`src/rtl/axi_pkg.sv`:
```
// axi_pkg: AXI response/burst codes, responder state encoding and shared defaults
package axi_pkg;
  localparam int ID_W_DEF = 8;
  localparam logic [1:0] RESP_OKAY   = 2'b00;
  localparam logic [1:0] RESP_SLVERR = 2'b10;
  localparam logic [1:0] BURST_FIXED = 2'b00;
  localparam logic [1:0] BURST_INCR  = 2'b01;
  localparam logic [1:0] BURST_WRAP  = 2'b10;
  typedef enum logic [2:0] {
    S_IDLE,
    S_RD_CMD,
    S_RD_WAIT,
    S_RD_RESP,
    S_WR_DATA,
    S_WR_RESP
  } state_t;
  // unsupported WRAP bursts and beats wider than the 32-bit port are answered with SLVERR
  function automatic logic resp_err(input logic [1:0] burst, input logic [2:0] size);
    return burst == BURST_WRAP || size > 3'd2;
  endfunction
endpackage

```
`src/rtl/axi_sram_responder_if.sv`:
```
// axi_sram_responder_if: AXI4 ar/r/aw/w/b channels and the word-level SRAM port
// slave modport: responder view (AXI inputs, SRAM command outputs, sram_dout input)
// master modport: initiator plus SRAM-device view
interface axi_sram_responder_if #(
  parameter int ID_W    = 8,
  parameter int SRAM_AW = 20
);
  logic [ID_W-1:0]    ar_id;
  logic [31:0]        ar_addr;
  logic [7:0]         ar_len;
  logic [2:0]         ar_size;
  logic [1:0]         ar_burst;
  logic               ar_valid, ar_ready;
  logic [ID_W-1:0]    r_id;
  logic [31:0]        r_data;
  logic [1:0]         r_resp;
  logic               r_last, r_valid, r_ready;
  logic [ID_W-1:0]    aw_id;
  logic [31:0]        aw_addr;
  logic [7:0]         aw_len;
  logic [2:0]         aw_size;
  logic [1:0]         aw_burst;
  logic               aw_valid, aw_ready;
  logic [31:0]        w_data;
  logic [3:0]         w_strb;
  logic               w_last, w_valid, w_ready;
  logic [ID_W-1:0]    b_id;
  logic [1:0]         b_resp;
  logic               b_valid, b_ready;
  logic [SRAM_AW-1:0] sram_addr;
  logic [31:0]        sram_din, sram_dout;
  logic               sram_en, sram_re, sram_we;
  logic [3:0]         sram_wmask;
  modport slave (
    input  ar_id, ar_addr, ar_len, ar_size, ar_burst, ar_valid, r_ready,
    input  aw_id, aw_addr, aw_len, aw_size, aw_burst, aw_valid,
    input  w_data, w_strb, w_last, w_valid, b_ready, sram_dout,
    output ar_ready, r_id, r_data, r_resp, r_last, r_valid, aw_ready, w_ready,
    output b_id, b_resp, b_valid,
    output sram_addr, sram_din, sram_en, sram_re, sram_we, sram_wmask
  );
  modport master (
    output ar_id, ar_addr, ar_len, ar_size, ar_burst, ar_valid, r_ready,
    output aw_id, aw_addr, aw_len, aw_size, aw_burst, aw_valid,
    output w_data, w_strb, w_last, w_valid, b_ready, sram_dout,
    input  ar_ready, r_id, r_data, r_resp, r_last, r_valid, aw_ready, w_ready,
    input  b_id, b_resp, b_valid,
    input  sram_addr, sram_din, sram_en, sram_re, sram_we, sram_wmask
  );
endinterface

```
`src/rtl/axi_burst_addr.sv`:
```
// axi_burst_addr: next beat address for FIXED/INCR bursts (WRAP advances like INCR)
// addr/size/burst: current beat address and burst attributes; next: following beat address
module axi_burst_addr
  import axi_pkg::*;
(
  input  logic [31:0] addr,
  input  logic [2:0]  size,
  input  logic [1:0]  burst,
  output logic [31:0] next
);
  assign next = burst == BURST_FIXED ? addr : addr + (32'd1 << size);
endmodule

```
`src/rtl/axi_sram_responder.sv`:
```
// axi_sram_responder: AXI4 slave serving one read or write burst at a time on a word-wide SRAM port
// clk, reset: system clock and synchronous active-high reset
// bus: AXI4 ar/r/aw/w/b channels plus sram_* command/data port (slave modport)
module axi_sram_responder
  import axi_pkg::*;
#(
  parameter int ID_W    = ID_W_DEF,
  parameter int RD_WAIT = 1,
  parameter int SRAM_AW = 20
) (
  input logic clk,
  input logic reset,
  axi_sram_responder_if.slave bus
);
  state_t state, state_nx;
  logic rr, err, pend, done;
  logic [ID_W-1:0] id;
  logic [31:0] addr, addr_nx, rdata, din;
  logic [7:0] len, beat, wcnt;
  logic [2:0] size;
  logic [1:0] burst;
  logic [3:0] mask;
  logic ar_hs, aw_hs, r_hs, w_hs, b_hs, both, last_wait;
  axi_burst_addr u_addr (.addr(addr), .size(size), .burst(burst), .next(addr_nx));
  // rr=1 favours the write channel; it is consulted only when both address channels compete
  assign both      = bus.ar_valid && bus.aw_valid;
  assign ar_hs     = state == S_IDLE && bus.ar_valid && !(bus.aw_valid && rr);
  assign aw_hs     = state == S_IDLE && bus.aw_valid && !(bus.ar_valid && !rr);
  assign r_hs      = bus.r_valid && bus.r_ready;
  assign w_hs      = bus.w_ready && bus.w_valid;
  assign b_hs      = bus.b_valid && bus.b_ready;
  assign last_wait = wcnt == 8'(RD_WAIT - 1);
  assign bus.ar_ready   = ar_hs;
  assign bus.aw_ready   = aw_hs;
  assign bus.r_valid    = state == S_RD_RESP;
  assign bus.r_last     = bus.r_valid && beat == len;
  assign bus.r_resp     = bus.r_valid && err ? RESP_SLVERR : RESP_OKAY;
  assign bus.r_id       = id;
  assign bus.r_data     = rdata;
  assign bus.w_ready    = state == S_WR_DATA && !done;
  assign bus.b_valid    = state == S_WR_RESP;
  assign bus.b_resp     = bus.b_valid && err ? RESP_SLVERR : RESP_OKAY;
  assign bus.b_id       = id;
  assign bus.sram_re    = state == S_RD_CMD || state == S_RD_WAIT;
  assign bus.sram_we    = state == S_WR_DATA && pend;
  assign bus.sram_en    = bus.sram_re || bus.sram_we;
  assign bus.sram_addr  = addr[SRAM_AW+1:2];
  assign bus.sram_din   = din;
  assign bus.sram_wmask = mask;
  always_comb begin
    state_nx = state;
    case (state)
      S_IDLE:    state_nx = ar_hs ? S_RD_CMD : aw_hs ? S_WR_DATA : S_IDLE;
      S_RD_CMD:  state_nx = S_RD_WAIT;
      S_RD_WAIT: state_nx = last_wait ? S_RD_RESP : S_RD_WAIT;
      S_RD_RESP: state_nx = !r_hs ? S_RD_RESP : bus.r_last ? S_IDLE : S_RD_CMD;
      S_WR_DATA: state_nx = done ? S_WR_RESP : S_WR_DATA;
      S_WR_RESP: state_nx = b_hs ? S_IDLE : S_WR_RESP;
      default:   state_nx = S_IDLE;
    endcase
  end
  always_ff @(posedge clk) begin
    if (reset) begin
      state <= S_IDLE;
      rr    <= 1'b0;
      err   <= 1'b0;
      pend  <= 1'b0;
      done  <= 1'b0;
      id    <= '0;
      addr  <= '0;
      rdata <= '0;
      din   <= '0;
      len   <= '0;
      beat  <= '0;
      wcnt  <= '0;
      size  <= '0;
      burst <= '0;
      mask  <= '0;
    end else begin
      state <= state_nx;
      wcnt  <= state == S_RD_WAIT ? wcnt + 8'd1 : 8'd0;
      pend  <= w_hs;
      if (ar_hs || aw_hs) begin
        id    <= ar_hs ? bus.ar_id : bus.aw_id;
        addr  <= ar_hs ? bus.ar_addr : bus.aw_addr;
        len   <= ar_hs ? bus.ar_len : bus.aw_len;
        size  <= ar_hs ? bus.ar_size : bus.aw_size;
        burst <= ar_hs ? bus.ar_burst : bus.aw_burst;
        err   <= ar_hs ? resp_err(bus.ar_burst, bus.ar_size) : resp_err(bus.aw_burst, bus.aw_size);
        beat  <= '0;
        done  <= 1'b0;
        // a lone request leaves the pointer alone so it cannot steal the next tie
        if (both) rr <= !rr;
      end
      if (state == S_RD_WAIT && last_wait) rdata <= bus.sram_dout;
      if (r_hs && !bus.r_last) begin
        beat <= beat + 8'd1;
        addr <= addr_nx;
      end
      // the beat count, not w_last, ends the burst; a disagreeing w_last only poisons the response
      if (w_hs) begin
        din  <= bus.w_data;
        mask <= bus.w_strb;
        beat <= beat + 8'd1;
        done <= beat == len;
        err  <= err || (bus.w_last != (beat == len));
      end
      // the write address advances as each registered command is issued
      if (bus.sram_we) addr <= addr_nx;
    end
  end
endmodule

```
`src/flat_wrapper.sv`:
```
// flat-port wrapper written by rule: the top's interface ports become plain ports
module axi_sram_responder_flat import axi_pkg::*;
#(
  parameter int ID_W    = ID_W_DEF,
  parameter int RD_WAIT = 1,
  parameter int SRAM_AW = 20
)
  (clk, reset, bus_ar_id, bus_ar_addr, bus_ar_len, bus_ar_size, bus_ar_burst, bus_ar_valid, bus_r_ready, bus_aw_id, bus_aw_addr, bus_aw_len, bus_aw_size, bus_aw_burst, bus_aw_valid, bus_w_data, bus_w_strb, bus_w_last, bus_w_valid, bus_b_ready, bus_sram_dout, bus_ar_ready, bus_r_id, bus_r_data, bus_r_resp, bus_r_last, bus_r_valid, bus_aw_ready, bus_w_ready, bus_b_id, bus_b_resp, bus_b_valid, bus_sram_addr, bus_sram_din, bus_sram_en, bus_sram_re, bus_sram_we, bus_sram_wmask);
  axi_sram_responder_if #(.ID_W(ID_W), .SRAM_AW(SRAM_AW)) bus_i ();
  input logic clk;
  input logic reset;
  input wire logic [$bits(bus_i.ar_id)-1:0] bus_ar_id;
  input wire logic [$bits(bus_i.ar_addr)-1:0] bus_ar_addr;
  input wire logic [$bits(bus_i.ar_len)-1:0] bus_ar_len;
  input wire logic [$bits(bus_i.ar_size)-1:0] bus_ar_size;
  input wire logic [$bits(bus_i.ar_burst)-1:0] bus_ar_burst;
  input wire logic [$bits(bus_i.ar_valid)-1:0] bus_ar_valid;
  input wire logic [$bits(bus_i.r_ready)-1:0] bus_r_ready;
  input wire logic [$bits(bus_i.aw_id)-1:0] bus_aw_id;
  input wire logic [$bits(bus_i.aw_addr)-1:0] bus_aw_addr;
  input wire logic [$bits(bus_i.aw_len)-1:0] bus_aw_len;
  input wire logic [$bits(bus_i.aw_size)-1:0] bus_aw_size;
  input wire logic [$bits(bus_i.aw_burst)-1:0] bus_aw_burst;
  input wire logic [$bits(bus_i.aw_valid)-1:0] bus_aw_valid;
  input wire logic [$bits(bus_i.w_data)-1:0] bus_w_data;
  input wire logic [$bits(bus_i.w_strb)-1:0] bus_w_strb;
  input wire logic [$bits(bus_i.w_last)-1:0] bus_w_last;
  input wire logic [$bits(bus_i.w_valid)-1:0] bus_w_valid;
  input wire logic [$bits(bus_i.b_ready)-1:0] bus_b_ready;
  input wire logic [$bits(bus_i.sram_dout)-1:0] bus_sram_dout;
  output wire logic [$bits(bus_i.ar_ready)-1:0] bus_ar_ready;
  output wire logic [$bits(bus_i.r_id)-1:0] bus_r_id;
  output wire logic [$bits(bus_i.r_data)-1:0] bus_r_data;
  output wire logic [$bits(bus_i.r_resp)-1:0] bus_r_resp;
  output wire logic [$bits(bus_i.r_last)-1:0] bus_r_last;
  output wire logic [$bits(bus_i.r_valid)-1:0] bus_r_valid;
  output wire logic [$bits(bus_i.aw_ready)-1:0] bus_aw_ready;
  output wire logic [$bits(bus_i.w_ready)-1:0] bus_w_ready;
  output wire logic [$bits(bus_i.b_id)-1:0] bus_b_id;
  output wire logic [$bits(bus_i.b_resp)-1:0] bus_b_resp;
  output wire logic [$bits(bus_i.b_valid)-1:0] bus_b_valid;
  output wire logic [$bits(bus_i.sram_addr)-1:0] bus_sram_addr;
  output wire logic [$bits(bus_i.sram_din)-1:0] bus_sram_din;
  output wire logic [$bits(bus_i.sram_en)-1:0] bus_sram_en;
  output wire logic [$bits(bus_i.sram_re)-1:0] bus_sram_re;
  output wire logic [$bits(bus_i.sram_we)-1:0] bus_sram_we;
  output wire logic [$bits(bus_i.sram_wmask)-1:0] bus_sram_wmask;
  assign bus_i.ar_id = bus_ar_id;
  assign bus_i.ar_addr = bus_ar_addr;
  assign bus_i.ar_len = bus_ar_len;
  assign bus_i.ar_size = bus_ar_size;
  assign bus_i.ar_burst = bus_ar_burst;
  assign bus_i.ar_valid = bus_ar_valid;
  assign bus_i.r_ready = bus_r_ready;
  assign bus_i.aw_id = bus_aw_id;
  assign bus_i.aw_addr = bus_aw_addr;
  assign bus_i.aw_len = bus_aw_len;
  assign bus_i.aw_size = bus_aw_size;
  assign bus_i.aw_burst = bus_aw_burst;
  assign bus_i.aw_valid = bus_aw_valid;
  assign bus_i.w_data = bus_w_data;
  assign bus_i.w_strb = bus_w_strb;
  assign bus_i.w_last = bus_w_last;
  assign bus_i.w_valid = bus_w_valid;
  assign bus_i.b_ready = bus_b_ready;
  assign bus_i.sram_dout = bus_sram_dout;
  assign bus_ar_ready = bus_i.ar_ready;
  assign bus_r_id = bus_i.r_id;
  assign bus_r_data = bus_i.r_data;
  assign bus_r_resp = bus_i.r_resp;
  assign bus_r_last = bus_i.r_last;
  assign bus_r_valid = bus_i.r_valid;
  assign bus_aw_ready = bus_i.aw_ready;
  assign bus_w_ready = bus_i.w_ready;
  assign bus_b_id = bus_i.b_id;
  assign bus_b_resp = bus_i.b_resp;
  assign bus_b_valid = bus_i.b_valid;
  assign bus_sram_addr = bus_i.sram_addr;
  assign bus_sram_din = bus_i.sram_din;
  assign bus_sram_en = bus_i.sram_en;
  assign bus_sram_re = bus_i.sram_re;
  assign bus_sram_we = bus_i.sram_we;
  assign bus_sram_wmask = bus_i.sram_wmask;
  axi_sram_responder #(.ID_W(ID_W), .RD_WAIT(RD_WAIT), .SRAM_AW(SRAM_AW)) u_core (.clk(clk), .reset(reset), .bus(bus_i));
endmodule
```
`config.mk`:
```
export PLATFORM = sky130hd
export DESIGN_NAME = axi_sram_responder_flat
export DESIGN_NICKNAME = d
export VERILOG_FILES = /design/src/rtl/axi_pkg.sv /design/src/rtl/axi_sram_responder_if.sv /design/src/rtl/axi_burst_addr.sv /design/src/rtl/axi_sram_responder.sv /design/src/flat_wrapper.sv
export SDC_FILE = /design/constraint.sdc
export NUM_CORES = 1
export LEC_CHECK = 0
export CORE_MARGIN = 3
export CORE_UTILIZATION = 40
export CTS_BUF_LIST = sky130_fd_sc_hd__clkbuf_4
export DETAILED_ROUTE_END_ITERATION = 6
export DONT_BUFFER_PORTS = 1
export SYNTH_ARGS = -nofsm -noshare
export SYNTH_HDL_FRONTEND = slang
export SYNTH_SLANG_ARGS = --single-unit
```
`constraint.sdc`:
```
create_clock -name clk -period 7.4 [get_ports clk]
set_input_delay 0.37 -clock clk [delete_from_list [all_inputs] [get_ports clk]]
set_output_delay 0.37 -clock clk [all_outputs]
set_load 0.02 [all_outputs]
```
==> results_dict.tcl <==
set metrics [dict create \
    drcViolationCount 0 \
    synth-seq-area-share_pct 40.8 \
    worstSetupStartpoint "u_core.size[0]" \
    synthFlopType "dfxtp_1" \
    critical_path.reg2reg.startpoint "u_core.size[0]" \
    route.vias.total 6240 \
    ctsHtreeMaxLevel 4 \
    grt_util_all_layers_pct 21.8 \
    p_clk_share_pct 25.0 \
    layout_cell_share_with_drive_strength_beyond_1_pct 6.44 \
    fin_cells 1150 \
    clock_sinks 134 \
    hold_slack_ps 48.8 \
    clk_root_buffer_cell "clkbuf_4" \
    vdd.ir_drop.worst_v 0.000138 \
    cts-root-to-sink-buffers 2 \
    tritoncts_clock_tree "done" \
    route.detailed.vias_per_inst 5.43 \
    power_density_mw_per_mm2 252 \
    port-buffer-count 0 \
    multi_input_area_sq_mm 0.00337 \
    grt_max_degree 125 \
    rsz0062_at_grt "false" \
    layout.area.seq_sq_mm 0.00268 \
    synthesis.instances 853 \
    synth_seq_cells 134 \
    regToRegSetupSlack_ps 4310 \
    synth.most_common_cell "nand2_1" \
    share_of_synthesized_flip_flops_with_an_asynchronous_set_or_reset_pct 0 \
    max_slew.worst_pin.slew_ps 1080 \
    gr-total-overflow 0 \
    place.gp.congestion 0.819 \
    syn_avg_cell_area_sq_um 7.71 \
    synthToLayoutAreaGrowth_pct 21.3 \
    total_leakage_power_nw 2.91 \
    clock-skew-final_ps 18.2 \
    synthSimpleGateAreaFrac_pct 24.4 \
    number_of_antenna_violations_at_the_first_check_in_global_routing 1 \
    yosys_warnings 0 \
    drt-total-wl_microns 19800 \
    power_report.internal_total_w 0.00123 \
    grt_pass1_wl_microns 31800 \
    p_total_w 0.00201 \
    synth.largest_area_cell "dfxtp_1" \
    maxCapViolations 0 \
    path_clk_slew_ps 130 \
    finalCritPeriodShare_pct 41.8 \
    synth_enable_flop_cells 0 \
    timing.max_slew.rel_slack_pct 28.2 \
    finish.net_count 1113 \
    power_switching_share_pct 38.8 \
    yosys.area.top_type_share_pct 40.8 \
    fp-row-count 46 \
    tritoncts_buffer_count 17 \
    cts_resized 0 \
    post_synth_fa_ha_maj_area_fraction_pct 2.40 \
    hold_viol_final 0 \
    total_die_area_sq_mm 0.0180 \
    post_synthesis_cell_area_sq_mm 0.00658 \
    synth_common_cells "nand2_1 (230), dfxtp_1 (134), a21oi_1 (110), nor2_1 (48), clkbuf_1 (35)" \
    switchingPower_w 0.000782 \
    highest_clock_rate_ghz 0.323 \
    r2r.worst_path.cells 8 \
    post_cts.repair.setup_buffers 0 \
    timing.critical_path.to_type "flip-flop" \
    worstReg2RegEnd "u_core.addr[14]" \
    clock_insertion_delay_worst_skew_ps 550 \
    worst-path-max-fanout 12 \
    synth-compound-area-share_pct 21.6 \
    post_cts_hold_buffer_count 121 \
    mean_routed_wirelength_per_cell_microns 17.2 \
    dr.pass1.iters 5 \
    synthDistinctLibCells 67 \
    initial_core_util_pct 41.1 \
    status "finished, final reports clean" \
    core-area_sq_mm 0.0160 \
    arrival_ps 3580 \
    timing.final.crit_period_ps 3090 \
    fillCellCount 1571 \
    chipWidth_microns 134 \
    floorplan.io_pins 299 \
    muxShareOfSynthArea_pct 0.152 \
    numPlacedInstances 995 \
    finalSetupTns_ps 0 \
    cp.required_ps 7880 \
    worst_hold_class "input pin to flip-flop" \
    chipHeight_microns 134 \
    timing.critical_path.from_type "flip-flop" \
    xor_xnor_share_of_the_synthesized_area_pct 2.53 \
    antenna_left 0 \
    timing.setup.critical_path_class "flip-flop to flip-flop" \
    synth_top_cells_by_area "dfxtp_1 (41%), nand2_1 (13%), a21oi_1 (8.4%), buf_4 (3.7%), a311oi_1 (2.9%)" \
    hpwlAfterDp_microns 12600 \
    power_frac_comb_pct 26.2 \
    finalSetupViolCount 0 \
    first_global_vias 6263 \
    dr.first_iter.drc_count 475 \
    timing.critical_path.to "u_core.addr[14]" \
    maxSlewViolCount 0 \
    synth_top_family_by_area "simple AND/OR/NAND/NOR gates" \
    power_frac_seq_pct 48.8 \
]
==> cell families (layout without fill, tap and decap cells) <==
| group | Yosys count | in the layout |
|---|---|---|
| AND/OR/NAND/NOR | 364 | 364 |
| AO/OA/AOI/OAI | 220 | 220 |
| flip-flops | 134 | 134 |
| buffers and inverters | 102 | 180 |
| XOR/XNOR | 19 | 19 |
| adder cells (fa/ha/maj) | 12 | 12 |
| other | 1 | 4 |
| multiplexers | 1 | 1 |
==> sequential cells by signal, summed over array words and instances (netlist names) <==
register               flops
u_core.bus.r_data         32
u_core.bus.sram_din       32
u_core.addr               22
u_core.beat                8
u_core.bus.b_id            8
u_core.len                 8
u_core.wcnt                8
u_core.bus.sram_wmask      4
u_core.size                3
u_core.state               3
u_core.burst               2
u_core.done                1
u_core.err                 1
u_core.pend                1
u_core.rr                  1
==> layout make-up <==
type	count	area share [%]
flip-flops and latches	134	33.6
multi-input cells	618	42.3
diodes	2	0.0627
clock buffers	18	1.69
clock inverters	14	1.88
well taps	216	3.39
inverters	18	0.847
repair buffers	130	16.2
==> layout by cell type, fill, tap and decap left out, drive strengths merged, types with 12 or more instances in the layout <==
cell           n
o21ai         17
clkbuf        18
a21oi        110
dfxtp        134
inv           22
nand3         18
dlygate4sd3  120
a31oi         12
a311oi        22
nand2        230
nor2          49
==> stage by stage <==
stage	util, %	setup slack [ps]	instance area [sq um]
final	49.9	4310	7980
after global routing	49.9	4060	7980
after CTS	49.8	4330	7980
after detailed placement	40.4	4340	6460
after global placement	40.4	4360	6460
after floorplan	-	4520	6580
==> power groups by stage <==
stage | Sequential (W) | Combinational (W) | Clock [W]
after detailed placement | 0.000999 | 0.000431 | 0
final | 0.000983 | 0.000528 | 0.000502
after global placement | 0.000999 | 0.000425 | 0
after global routing | 0.000997 | 0.000595 | 0.000554
after CTS | 0.000983 | 0.000528 | 0.000524
after floorplan | 0.000920 | 0.000448 | 0
==> routing by layer <==
layer | vias to the layer above | wire length (microns) | share of wire (%) | global-route usage, %
met1 | 2884 | 8210 | 41 | 26.7
met3 | 40 | 1300 | 6.6 | 5.89
met4 | 0 | 527 | 2.7 | 8.88
met2 | 230 | 9760 | 49 | 36.2
li1 | 3086 | - | - | -
met5 | - | 0 | 0 | 0
==> worst min path at each step <==
stage	endpoint	from	cells after the start	slack (ps)
after detailed placement	u_core.addr[5]	reset	1	450
after global routing	u_core.addr[13]	bus_aw_addr[13]	4	20
after CTS	u_core.addr[13]	bus_ar_addr[13]	4	0.009
final	u_core.addr[19]	bus_ar_addr[19]	2	50
after floorplan	u_core.wcnt[0]	u_core.wcnt[0]	1	450
after global placement	u_core.addr[2]	reset	1	460
==> worst max-delay path: stages, from the launching register on <==
cell and delay, ps:
dfxtp_1 500, or3b_2 510, fa_1 410, and2b_1 250
o2111ai_1 180, a21oi_1 270, nor2_1 220, or4_1 540
a31oi_1 170
Note: power is estimated with default switching activity, not from simulation.
